**config.mk**
```make
export PLATFORM = sky130hd
export DESIGN_NAME = bsg_clk_gen_switch_ctrl
export DESIGN_NICKNAME = d
export VERILOG_FILES = /design/src/rtl/bsg_clk_gen_pkg.sv /design/src/rtl/bsg_clk_gen_switch_timer.sv /design/src/rtl/bsg_clk_gen_switch_ctrl.sv
export SDC_FILE = /design/constraint.sdc
export NUM_CORES = 1
export LEC_CHECK = 0
export BUFFER_PORTS_ARGS = -buffer_cell sky130_fd_sc_hd__buf_2
export CAP_MARGIN = 20
export CORE_ASPECT_RATIO = 1.2
export CORE_MARGIN = 8
export CORE_UTILIZATION = 56
export CTS_BUF_LIST = sky130_fd_sc_hd__clkbuf_2 sky130_fd_sc_hd__clkbuf_4 sky130_fd_sc_hd__clkbuf_8
export DETAILED_ROUTE_END_ITERATION = 10
export PLACE_DENSITY = 0.81
export SLEW_MARGIN = 5
export SYNTH_ARGS = -nofsm -noshare
export SYNTH_HDL_FRONTEND = slang
export SYNTH_HIERARCHICAL = 1
export SYNTH_SLANG_ARGS = --single-unit
```
**constraint.sdc**
```tcl
create_clock -name clk_i -period 2.34 [get_ports clk_i]
set_input_delay 0.234 -clock clk_i [delete_from_list [all_inputs] [get_ports clk_i]]
set_output_delay 0.234 -clock clk_i [all_outputs]
set_load 0.02 [all_outputs]
```
**src/rtl/bsg_clk_gen_pkg.sv**
```systemverilog
// Shared types and helpers for the clock-generator cluster: select encodings,
// switch-controller FSM states and a safe ceil-log2.
package bsg_clk_gen_pkg;

   typedef enum logic [1:0] {
      OSC = 2'b00,
      DS  = 2'b01,
      EXT = 2'b10,
      OFF = 2'b11
   } clk_sel_e;

   typedef enum logic [2:0] {
      IDLE,
      GATE,
      ORST,
      SETTLE,
      DONE
   } switch_state_e;

   function automatic int unsigned safe_clog2(input int unsigned x);
      return (x <= 1) ? 1 : $clog2(x);
   endfunction

   function automatic int unsigned max3(input int unsigned a, input int unsigned b,
                                        input int unsigned c);
      int unsigned m;
      m = (a > b) ? a : b;
      return (m > c) ? m : c;
   endfunction

endpackage

```
**src/rtl/bsg_clk_gen_switch_timer.sv**
```systemverilog
// Loadable down-counter shared by the GATE/ORST/SETTLE intervals; holds at zero.
module bsg_clk_gen_switch_timer #(
   parameter int unsigned width_p = 8
) (
   input  logic               clk_i,
   input  logic               reset_i,
   input  logic               load_i,
   input  logic [width_p-1:0] load_val_i,
   output logic               zero_o
);

   logic [width_p-1:0] cnt_r;

   always_ff @(posedge clk_i) begin
      if (reset_i)
         cnt_r <= '0;
      else if (load_i)
         cnt_r <= load_val_i;
      else if (cnt_r != '0)
         cnt_r <= cnt_r - width_p'(1);
   end

   assign zero_o = (cnt_r == '0);

endmodule

```
**src/rtl/bsg_clk_gen_switch_ctrl.sv**
```systemverilog
// Glitch-safe per-channel clock-select sequencer (gate -> optional osc reset -> settle).
// Oscillator-reset support is built only when BSG_CLK_GEN_SWITCH_CTRL_OSC_RESET_EN is defined.
module bsg_clk_gen_switch_ctrl
   import bsg_clk_gen_pkg::*;
#(
   parameter int unsigned num_clks_p         = 4,
   parameter int unsigned gate_cycles_p      = 16,
   parameter int unsigned osc_reset_cycles_p = 8,
   parameter int unsigned settle_cycles_p    = 64,
   parameter logic [1:0]  reset_sel_p        = 2'b10
) (
   input  logic                                 clk_i,
   input  logic                                 reset_i,
   input  logic                                 v_i,
   output logic                                 ready_and_o,
   input  logic [safe_clog2(num_clks_p)-1:0]    clk_id_i,
   input  logic [1:0]                           sel_i,
   input  logic                                 osc_reset_i,
   input  logic                                 global_disable_i,
   output logic [num_clks_p-1:0][1:0]           sel_o,
   output logic [num_clks_p-1:0]                osc_reset_o,
   output logic                                 busy_o,
   output logic                                 done_v_o
);

   localparam int unsigned id_width_lp = safe_clog2(num_clks_p);
   localparam int unsigned max_cyc_lp  = max3(gate_cycles_p, osc_reset_cycles_p, settle_cycles_p);
   localparam int unsigned tw_lp       = safe_clog2(max_cyc_lp) + 1;

   localparam logic [tw_lp-1:0] gate_ld_lp   = tw_lp'(gate_cycles_p - 1);
   localparam logic [tw_lp-1:0] settle_ld_lp = tw_lp'(settle_cycles_p - 1);

   switch_state_e state_r, state_n;

   logic [id_width_lp-1:0]    id_r;
   logic [1:0]                sel_new_r;
   logic [num_clks_p-1:0][1:0] sel_r;

   logic             in_range, noop, req_orst;
   logic [1:0]       cur_sel;
   logic             accept, gate_off, apply_sel, orst_set, orst_clr;
   logic             tmr_load, tmr_zero;
   logic [tw_lp-1:0] tmr_val;
   logic             latched_orst;

`ifdef BSG_CLK_GEN_SWITCH_CTRL_OSC_RESET_EN
   localparam logic [tw_lp-1:0] orst_ld_lp = tw_lp'(osc_reset_cycles_p - 1);
   logic                  orst_r;
   logic [num_clks_p-1:0] osc_reset_r;

   assign req_orst     = osc_reset_i;
   assign latched_orst = orst_r;
`else
   logic unused_osc_reset;

   assign unused_osc_reset = osc_reset_i;
   assign req_orst         = 1'b0;
   assign latched_orst     = 1'b0;
`endif

   assign in_range = (32'(clk_id_i) < num_clks_p);

   always_comb begin
      cur_sel = reset_sel_p;
      for (int unsigned i = 0; i < num_clks_p; i++)
         if (32'(clk_id_i) == i) cur_sel = sel_r[i];
   end

   // Requests that would not change the channel skip the gate sequence entirely.
   assign noop = !in_range || ((sel_i == cur_sel) && !req_orst);

   bsg_clk_gen_switch_timer #(
      .width_p(tw_lp)
   ) timer (
      .clk_i     (clk_i),
      .reset_i   (reset_i),
      .load_i    (tmr_load),
      .load_val_i(tmr_val),
      .zero_o    (tmr_zero)
   );

   always_ff @(posedge clk_i) begin
      if (reset_i)
         state_r <= IDLE;
      else
         state_r <= state_n;
   end

   always_comb begin
      state_n     = state_r;
      ready_and_o = 1'b0;
      done_v_o    = 1'b0;
      accept      = 1'b0;
      gate_off    = 1'b0;
      apply_sel   = 1'b0;
      orst_set    = 1'b0;
      orst_clr    = 1'b0;
      tmr_load    = 1'b0;
      tmr_val     = '0;
      case (state_r)
         IDLE: begin
            ready_and_o = 1'b1;
            if (v_i) begin
               accept = 1'b1;
               if (noop) begin
                  state_n = DONE;
               end else begin
                  state_n  = GATE;
                  gate_off = 1'b1;
                  tmr_load = 1'b1;
                  tmr_val  = gate_ld_lp;
               end
            end
         end
         GATE: begin
            if (tmr_zero) begin
`ifdef BSG_CLK_GEN_SWITCH_CTRL_OSC_RESET_EN
               if (latched_orst) begin
                  state_n  = ORST;
                  orst_set = 1'b1;
                  tmr_load = 1'b1;
                  tmr_val  = orst_ld_lp;
               end else
`endif
               begin
                  state_n   = SETTLE;
                  apply_sel = 1'b1;
                  tmr_load  = 1'b1;
                  tmr_val   = settle_ld_lp;
               end
            end
         end
`ifdef BSG_CLK_GEN_SWITCH_CTRL_OSC_RESET_EN
         ORST: begin
            if (tmr_zero) begin
               state_n   = SETTLE;
               orst_clr  = 1'b1;
               apply_sel = 1'b1;
               tmr_load  = 1'b1;
               tmr_val   = settle_ld_lp;
            end
         end
`endif
         SETTLE: begin
            if (tmr_zero) state_n = DONE;
         end
         DONE: begin
            done_v_o = 1'b1;
            state_n  = IDLE;
         end
         default: state_n = IDLE;
      endcase
   end

   always_ff @(posedge clk_i) begin
      if (reset_i) begin
         id_r      <= '0;
         sel_new_r <= '0;
         sel_r     <= {num_clks_p{reset_sel_p}};
      end else begin
         if (accept) begin
            id_r      <= clk_id_i;
            sel_new_r <= sel_i;
         end
         for (int unsigned i = 0; i < num_clks_p; i++) begin
            if (gate_off && (32'(clk_id_i) == i)) sel_r[i] <= OFF;
            if (apply_sel && (32'(id_r) == i))    sel_r[i] <= sel_new_r;
         end
      end
   end

`ifdef BSG_CLK_GEN_SWITCH_CTRL_OSC_RESET_EN
   // Oscillators are held in reset from power-up until their first reset request.
   always_ff @(posedge clk_i) begin
      if (reset_i) begin
         orst_r      <= 1'b0;
         osc_reset_r <= '1;
      end else begin
         if (accept) orst_r <= req_orst;
         for (int unsigned i = 0; i < num_clks_p; i++) begin
            if (orst_set && (32'(id_r) == i)) osc_reset_r[i] <= 1'b1;
            if (orst_clr && (32'(id_r) == i)) osc_reset_r[i] <= 1'b0;
         end
      end
   end

   assign osc_reset_o = osc_reset_r;
`else
   assign osc_reset_o = '0;
`endif

   always_comb begin
      for (int unsigned i = 0; i < num_clks_p; i++)
         sel_o[i] = global_disable_i ? OFF : sel_r[i];
   end

   assign busy_o = ~ready_and_o;

endmodule
```
==> metrics.yaml, run 1 <==
layout:
  antenna_cells: 0
  area_growth_pct: 10.9
  fin_nets: 180
  final_area_sq_um: 1390
  drive_above_1_share_pct: 23.8
  layout_common_cells: "22 x dfxtp_1, 18 x buf_2, 17 x nand2_1"
  layout_commonest_cell: "dfxtp_1"
setup_path:
  crit_fanout: 14
  r2r_start: "state_r[2]"
  cpPeakStageDelay_ps: 680
  worst-path-buf-inv: 1
  critPathArrivalTime_ps: 2340
  reg2reg_depth: 8
  path_cells: "or4b_1 -> nor2_2 -> o21ai_0 -> nand3_1 -> buf_4 -> nand2_1 -> o31a_1 -> nor2_1"
  slowest_stage: "or4b_1"
  critPathKind: "register to register"
  reg2reg_slack_ps: 240
  startpoint_type: "register"
  cp_data_required_time_ps: 2580
  reg2reg_to: "timer/cnt_r[3]"
  cpLargestDelayFamily: "simple AND/OR/NAND/NOR gates"
  end_kind: "register"
die:
  initial_utilization_pct: 56.8
  die_h_microns: 67.9
  dieArea_sq_um: 4020
  die_w_microns: 59.2
  io_pins: 24
  core_area_sq_um: 2210
  rows: 19
min_path:
  whs_endpoint: "sel_new_r[1]"
  hp-class: "input port to register"
  min_from: "sel_i[1]"
  holdPathStages: 3
synth:
  synth_seq_area_share_pct: 35.1
  syn_avg_cell_area_sq_um: 8.37
  synth_cell_types: 42
  synth-warning-count: 6
  async_reset_ff_share_pct: 0
  syn-instance-count: 150
  ys.flop_type: "dfxtp_1"
  synth_edf_count: 0
  syn_area_sq_um: 1260
  ys_ff_latch: 22
clock_network:
  clock_path_buffers: 2
  htree_levels: 1
  ctsHoldBuffers: 0
  ctsResizeCount: 0
  clk_latency_ps: 300
  cts-root-buf: "clkbuf_4"
  cts_tree: "yes"
  cts_setup_buffers: 0
  numCtsBuffers: 3
  cts_sinks: 22
  clk_pin_slew_ps: 120
detailed_routing:
  vias: 1099
  ant_nets: 0
  drtPass1Iterations: 4
  wl_per_cell_microns: 14.3
  route.detailed.drc: 0
  drt_iter0_markers: 28
  totalWireLength_microns: 2840
  avgViaCountPerCell: 5.52
run_status:
  status: "finished clean"
pwr:
  leakagePower_nw: 0.549
  ir_worst_vdd_mv: 0.551
  p_per_area_nw_per_um2: 910
  p_total_mw: 1.27
global_route:
  grt_pass1_wl_microns: 4640
  grt_antenna_before_repair: 0
  track_usage_pct: 14.8
  grt_pass1_vias: 1058
  grt_overflow: 0
  grt_max_degree: 28
sta:
  finalCriticalPeriod_ps: 2100
  fin_setup_tns_ps: 0
  finalSetupViolCount: 0
  hold_ws_ps: 224
  slew_violations: 0
  final-hold-violation-count: 0
  fin_crit_sh_pct: 89.5
  fmax_ghz: 0.477
  fin_skew_ps: 8.65
  rsz0062_at_grt: "false"
placed_design:
  gp_congestion: 0.894
  numPortBuffers: 18
  placed_area_sq_um: 1360
  hpwl_microns: 2140
flow_run:
  drv_cap: 0
[flip-flops by register name (all words and copies together), names as in the netlist]
| signal | flops |
|---|---|
| sel_r | 8 |
| timer/cnt_r | 7 |
| state_r | 3 |
| id_r | 2 |
| sel_new_r | 2 |
[per-layer routing]
| layer | vias up | wire, microns | global-route usage [%] |
|---|---|---|---|
| li1 | 556 | - | - |
| met1 | 511 | 1090 | 14.0 |
| met2 | 26 | 1530 | 28.8 |
| met3 | 6 | 167 | 3.57 |
| met4 | 0 | 53 | 7.49 |
| met5 | - | 0 | 0 |
[synthesized netlist by cell type, types with 3 or more instances]
cell type,number,share of area (%)
inv_1,8,2.4
or2_2,10,5.0
buf_4,4,2.4
a21oi_1,6,2.4
nand2_1,17,5.1
nor3_1,8,3.2
o22ai_1,4,2.0
or3_1,6,3.0
xnor2_1,9,6.3
a22oi_1,3,1.8
mux2i_1,4,3.2
dfxtp_1,22,35
nor2_1,9,2.7
[logic make-up after synthesis]
group	share of synthesized area, %
mux	4.08
compound gates	14.7
fa+ha+maj	1.99
other cells	0.299
buf+inv	7.67
xor+xnor	7.67
flops	35.1
simple gates	28.5
[worst reg2reg max path: cells and delay by family, from the launching register on]
family / cells / cell delay (ps)
DFF: 1 / 410
buffers and inverters: 1 / 190
and+or+nand+nor: 5 / 1170
AOI/OAI and AO/OA: 2 / 260
[per-stage QoR]
stage | utilization (%) | setup slack [ps] | instances
floorplan | - | 374 | 154
global placement | 61.3 | 346 | 195
detailed placement | 61.3 | 272 | 195
CTS | 63.0 | 282 | 199
global route | 63.0 | 75.5 | 199
finish | 63.0 | 245 | 199
[cell type report]
| cell class | instances | area [sq um] |
|---|---|---|
| Multi-Input combinational cell | 113 | 734 |
| Clock buffer | 4 | 36.3 |
| Sequential cell | 22 | 440 |
| Timing Repair Buffer | 21 | 113 |
| Fill cell | 216 | 818 |
| Tap cell | 31 | 38.8 |
| Inverter | 8 | 30.0 |
[worst max-delay path by stage]
stage               slack [ps]  cells after the start              to         from
floorplan                  370                      8  timer/cnt_r[2]   state_r[2]
global placement           350                      8  timer/cnt_r[5]  clk_id_i[0]
detailed placement         270                      8  timer/cnt_r[6]  clk_id_i[0]
CTS                        280                      8  timer/cnt_r[3]   state_r[2]
global route                80                      8  timer/cnt_r[3]   state_r[2]
finish                     240                      8  timer/cnt_r[3]   state_r[2]
[where the power goes]
part	total (mW)	switching (mW)	internal, mW
registers	0.493	0.0548	0.438
logic	0.570	0.303	0.268
clock network	0.204	0.109	0.0949
total	1.27	0.467	0.801
(Power assumes the default switching activity.)
==> run 2: changes to the inputs <==
CORE_MARGIN = 5   (was 8)
==> metrics.yaml, run 2 (same netlist as run 1, synthesis figures left out) <==
die:
  core_area_sq_um: 2090  # -5.3%
  die_h_microns: 61.9  # -8.8%
  initial_utilization_pct: 60.0  # +3.2 points
  die_w_microns: 53.2  # -10%
  rows: 18  # -1
  io_pins: 24  # unchanged
  dieArea_sq_um: 3290  # -18%
sta:
  fin_crit_sh_pct: 85.4  # -4.1 points
  fin_setup_tns_ps: 0  # unchanged
  finalCriticalPeriod_ps: 2000  # -96.6 ps
  finalSetupViolCount: 0  # unchanged
  max_slew_margin_pct: 61.7
  final-hold-violation-count: 0  # unchanged
  tightest_slew_ps: 571
  slew_violations: 0  # unchanged
  layout_setup_ws_ps: 341  # +96.6 ps
  rsz0062_at_grt: "false"
  fmax_ghz: 0.500  # +4.8%
  fin_skew_ps: 5.88  # -2.77 ps
setup_path:
  startpoint_type: "register"
  worst-path-buf-inv: 1  # unchanged
  critPathArrivalTime_ps: 2180  # -160 ps
  path_cells: "or4b_1 -> nor2_2 -> o21ai_0 -> nand3_1 -> buf_4 -> or3_1 -> a21oi_1"
  crit_fanout: 14  # unchanged
  cpPeakStageDelay_ps: 660  # -20 ps
  cp_data_required_time_ps: 2520  # -60 ps
  end_kind: "register"
  slowest_stage: "or4b_1"
  critPathKind: "register to register"
  cpLargestDelayFamily: "simple AND/OR/NAND/NOR gates"
layout:
  layout_commonest_cell: "dfxtp_1"
  antenna_cells: 0  # unchanged
  drive_above_1_share_pct: 23.8  # unchanged
  fin_nets: 180  # unchanged
  reg.largest.list: "sel_r x8, timer/cnt_r x7, state_r x3"
  largest_reg_flops: 8  # unchanged
  fillers: 195  # -9.7%
  layout_common_cells: "22 x dfxtp_1, 18 x buf_2, 17 x nand2_1"
  multiInputGateArea_sq_um: 734  # unchanged
  area_growth_pct: 12.1
  top_register: "sel_r"
  regArea_sq_um: 440  # unchanged
global_route:
  grt_antenna_before_repair: 0  # unchanged
  grt_overflow: 0  # unchanged
  grt_pass1_wl_microns: 4520  # -2.5%
  grt_pass1_vias: 1077  # +1.8%
  grt_max_degree: 28  # unchanged
  track_usage_pct: 18.5  # +3.7 points
detailed_routing:
  wl_per_cell_microns: 13.8  # -3.2%
  route.detailed.drc: 0  # unchanged
  drtPass1Iterations: 4  # unchanged
  avgViaCountPerCell: 5.64  # +2.2%
  vias: 1117  # +1.6%
  totalWireLength_microns: 2740  # -3.7%
  ant_nets: 0  # unchanged
  drt_iter0_markers: 23  # -18%
min_path:
  hp-class: "input port to register"
clock_network:
  clk_pin_slew_ps: 120  # about the same
  cts_tree: "yes"
  htree_levels: 1  # unchanged
  numCtsBuffers: 3  # unchanged
  clk_latency_ps: 300  # about the same
  cts-root-buf: "clkbuf_4"
  cts_sinks: 22  # unchanged
  ctsHoldBuffers: 0  # unchanged
  cts_setup_buffers: 0  # unchanged
  ctsResizeCount: 0  # unchanged
  clock_path_buffers: 2  # unchanged
run_status:
  status: "finished clean"
placed_design:
  post-place-ws_ps: 243  # -29.8 ps
  numPortBuffers: 18  # unchanged
  gp_congestion: 0.909  # +1.7%
  hpwl_microns: 2120  # -1.2%
pwr:
  p_per_area_nw_per_um2: 961  # +5.5%
  leakagePower_nw: 0.556  # +1.3%
  ir_worst_vdd_mv: 0.684  # +24%
flow_run:
  drv_cap: 0  # unchanged
-- run 2: cell types whose count changed in the layout (fill, tap and decap cells not counted) --
cell and change:
bufinv_16 +1, clkbuf_8 -1
-- run 2: path summary, 6_finish.rpt --
path	cells after the start	slack, ps	startpoint	endpoint
max	7	340	state_r[2]	timer/cnt_r[2]
min	3	220	sel_i[0]	sel_new_r[0]
min reg2reg	2	490	sel_new_r[0]	sel_new_r[0]
max reg2reg	7	340	state_r[2]	timer/cnt_r[2]
-- run 2: worst reg2reg max path, cell delays in order (launching register included) --
cell and delay, ps:
dfxtp_1 390, or4b_1 660, nor2_2 170, o21ai_0 140, nand3_1 130, buf_4 190, or3_1 140, a21oi_1 70
-- run 2: through the flow --
step / hold slack (ps) / instance area, sq um / utilization, % / instances / power [mW]
floorplan: 370 / 1270 / - / 154 / 0.957
global placement: 464 / 1360 / 64.7 / 194 / 1.04
detailed placement: 470 / 1360 / 64.7 / 194 / 1.07
CTS: 209 / 1410 / 67.2 / 198 / 1.36
global route: 216 / 1410 / 67.2 / 198 / 1.45
finish: 217 / 1410 / 67.2 / 198 / 1.35
-- run 2: layer usage --
layer  part of all wire, %  up-vias  GRT usage, %
met2                    55       39          37.0
met1                    36      516          18.4
met4                   2.6        0          8.76
li1                      -      556             -
met5                     0        -             0
met3                   6.3        6          2.39
-- run 2: final cells by class --
class | count | area share (%)
multi-input cells | 113 | 52.2
flip-flops and latches | 22 | 31.3
repair buffers | 21 | 8.00
well taps | 30 | 2.67
clock inverters | 1 | 2.13
inverters | 8 | 2.13
clock buffers | 3 | 1.60
-- run 2: where the power goes --
group | leakage, nW | total [mW] | internal (mW) | switching (mW)
registers | 0.180 | 0.494 | 0.438 | 0.0554
clock network | 0.0279 | 0.286 | 0.173 | 0.113
logic | 0.348 | 0.572 | 0.270 | 0.302
total | 0.556 | 1.35 | 0.881 | 0.471
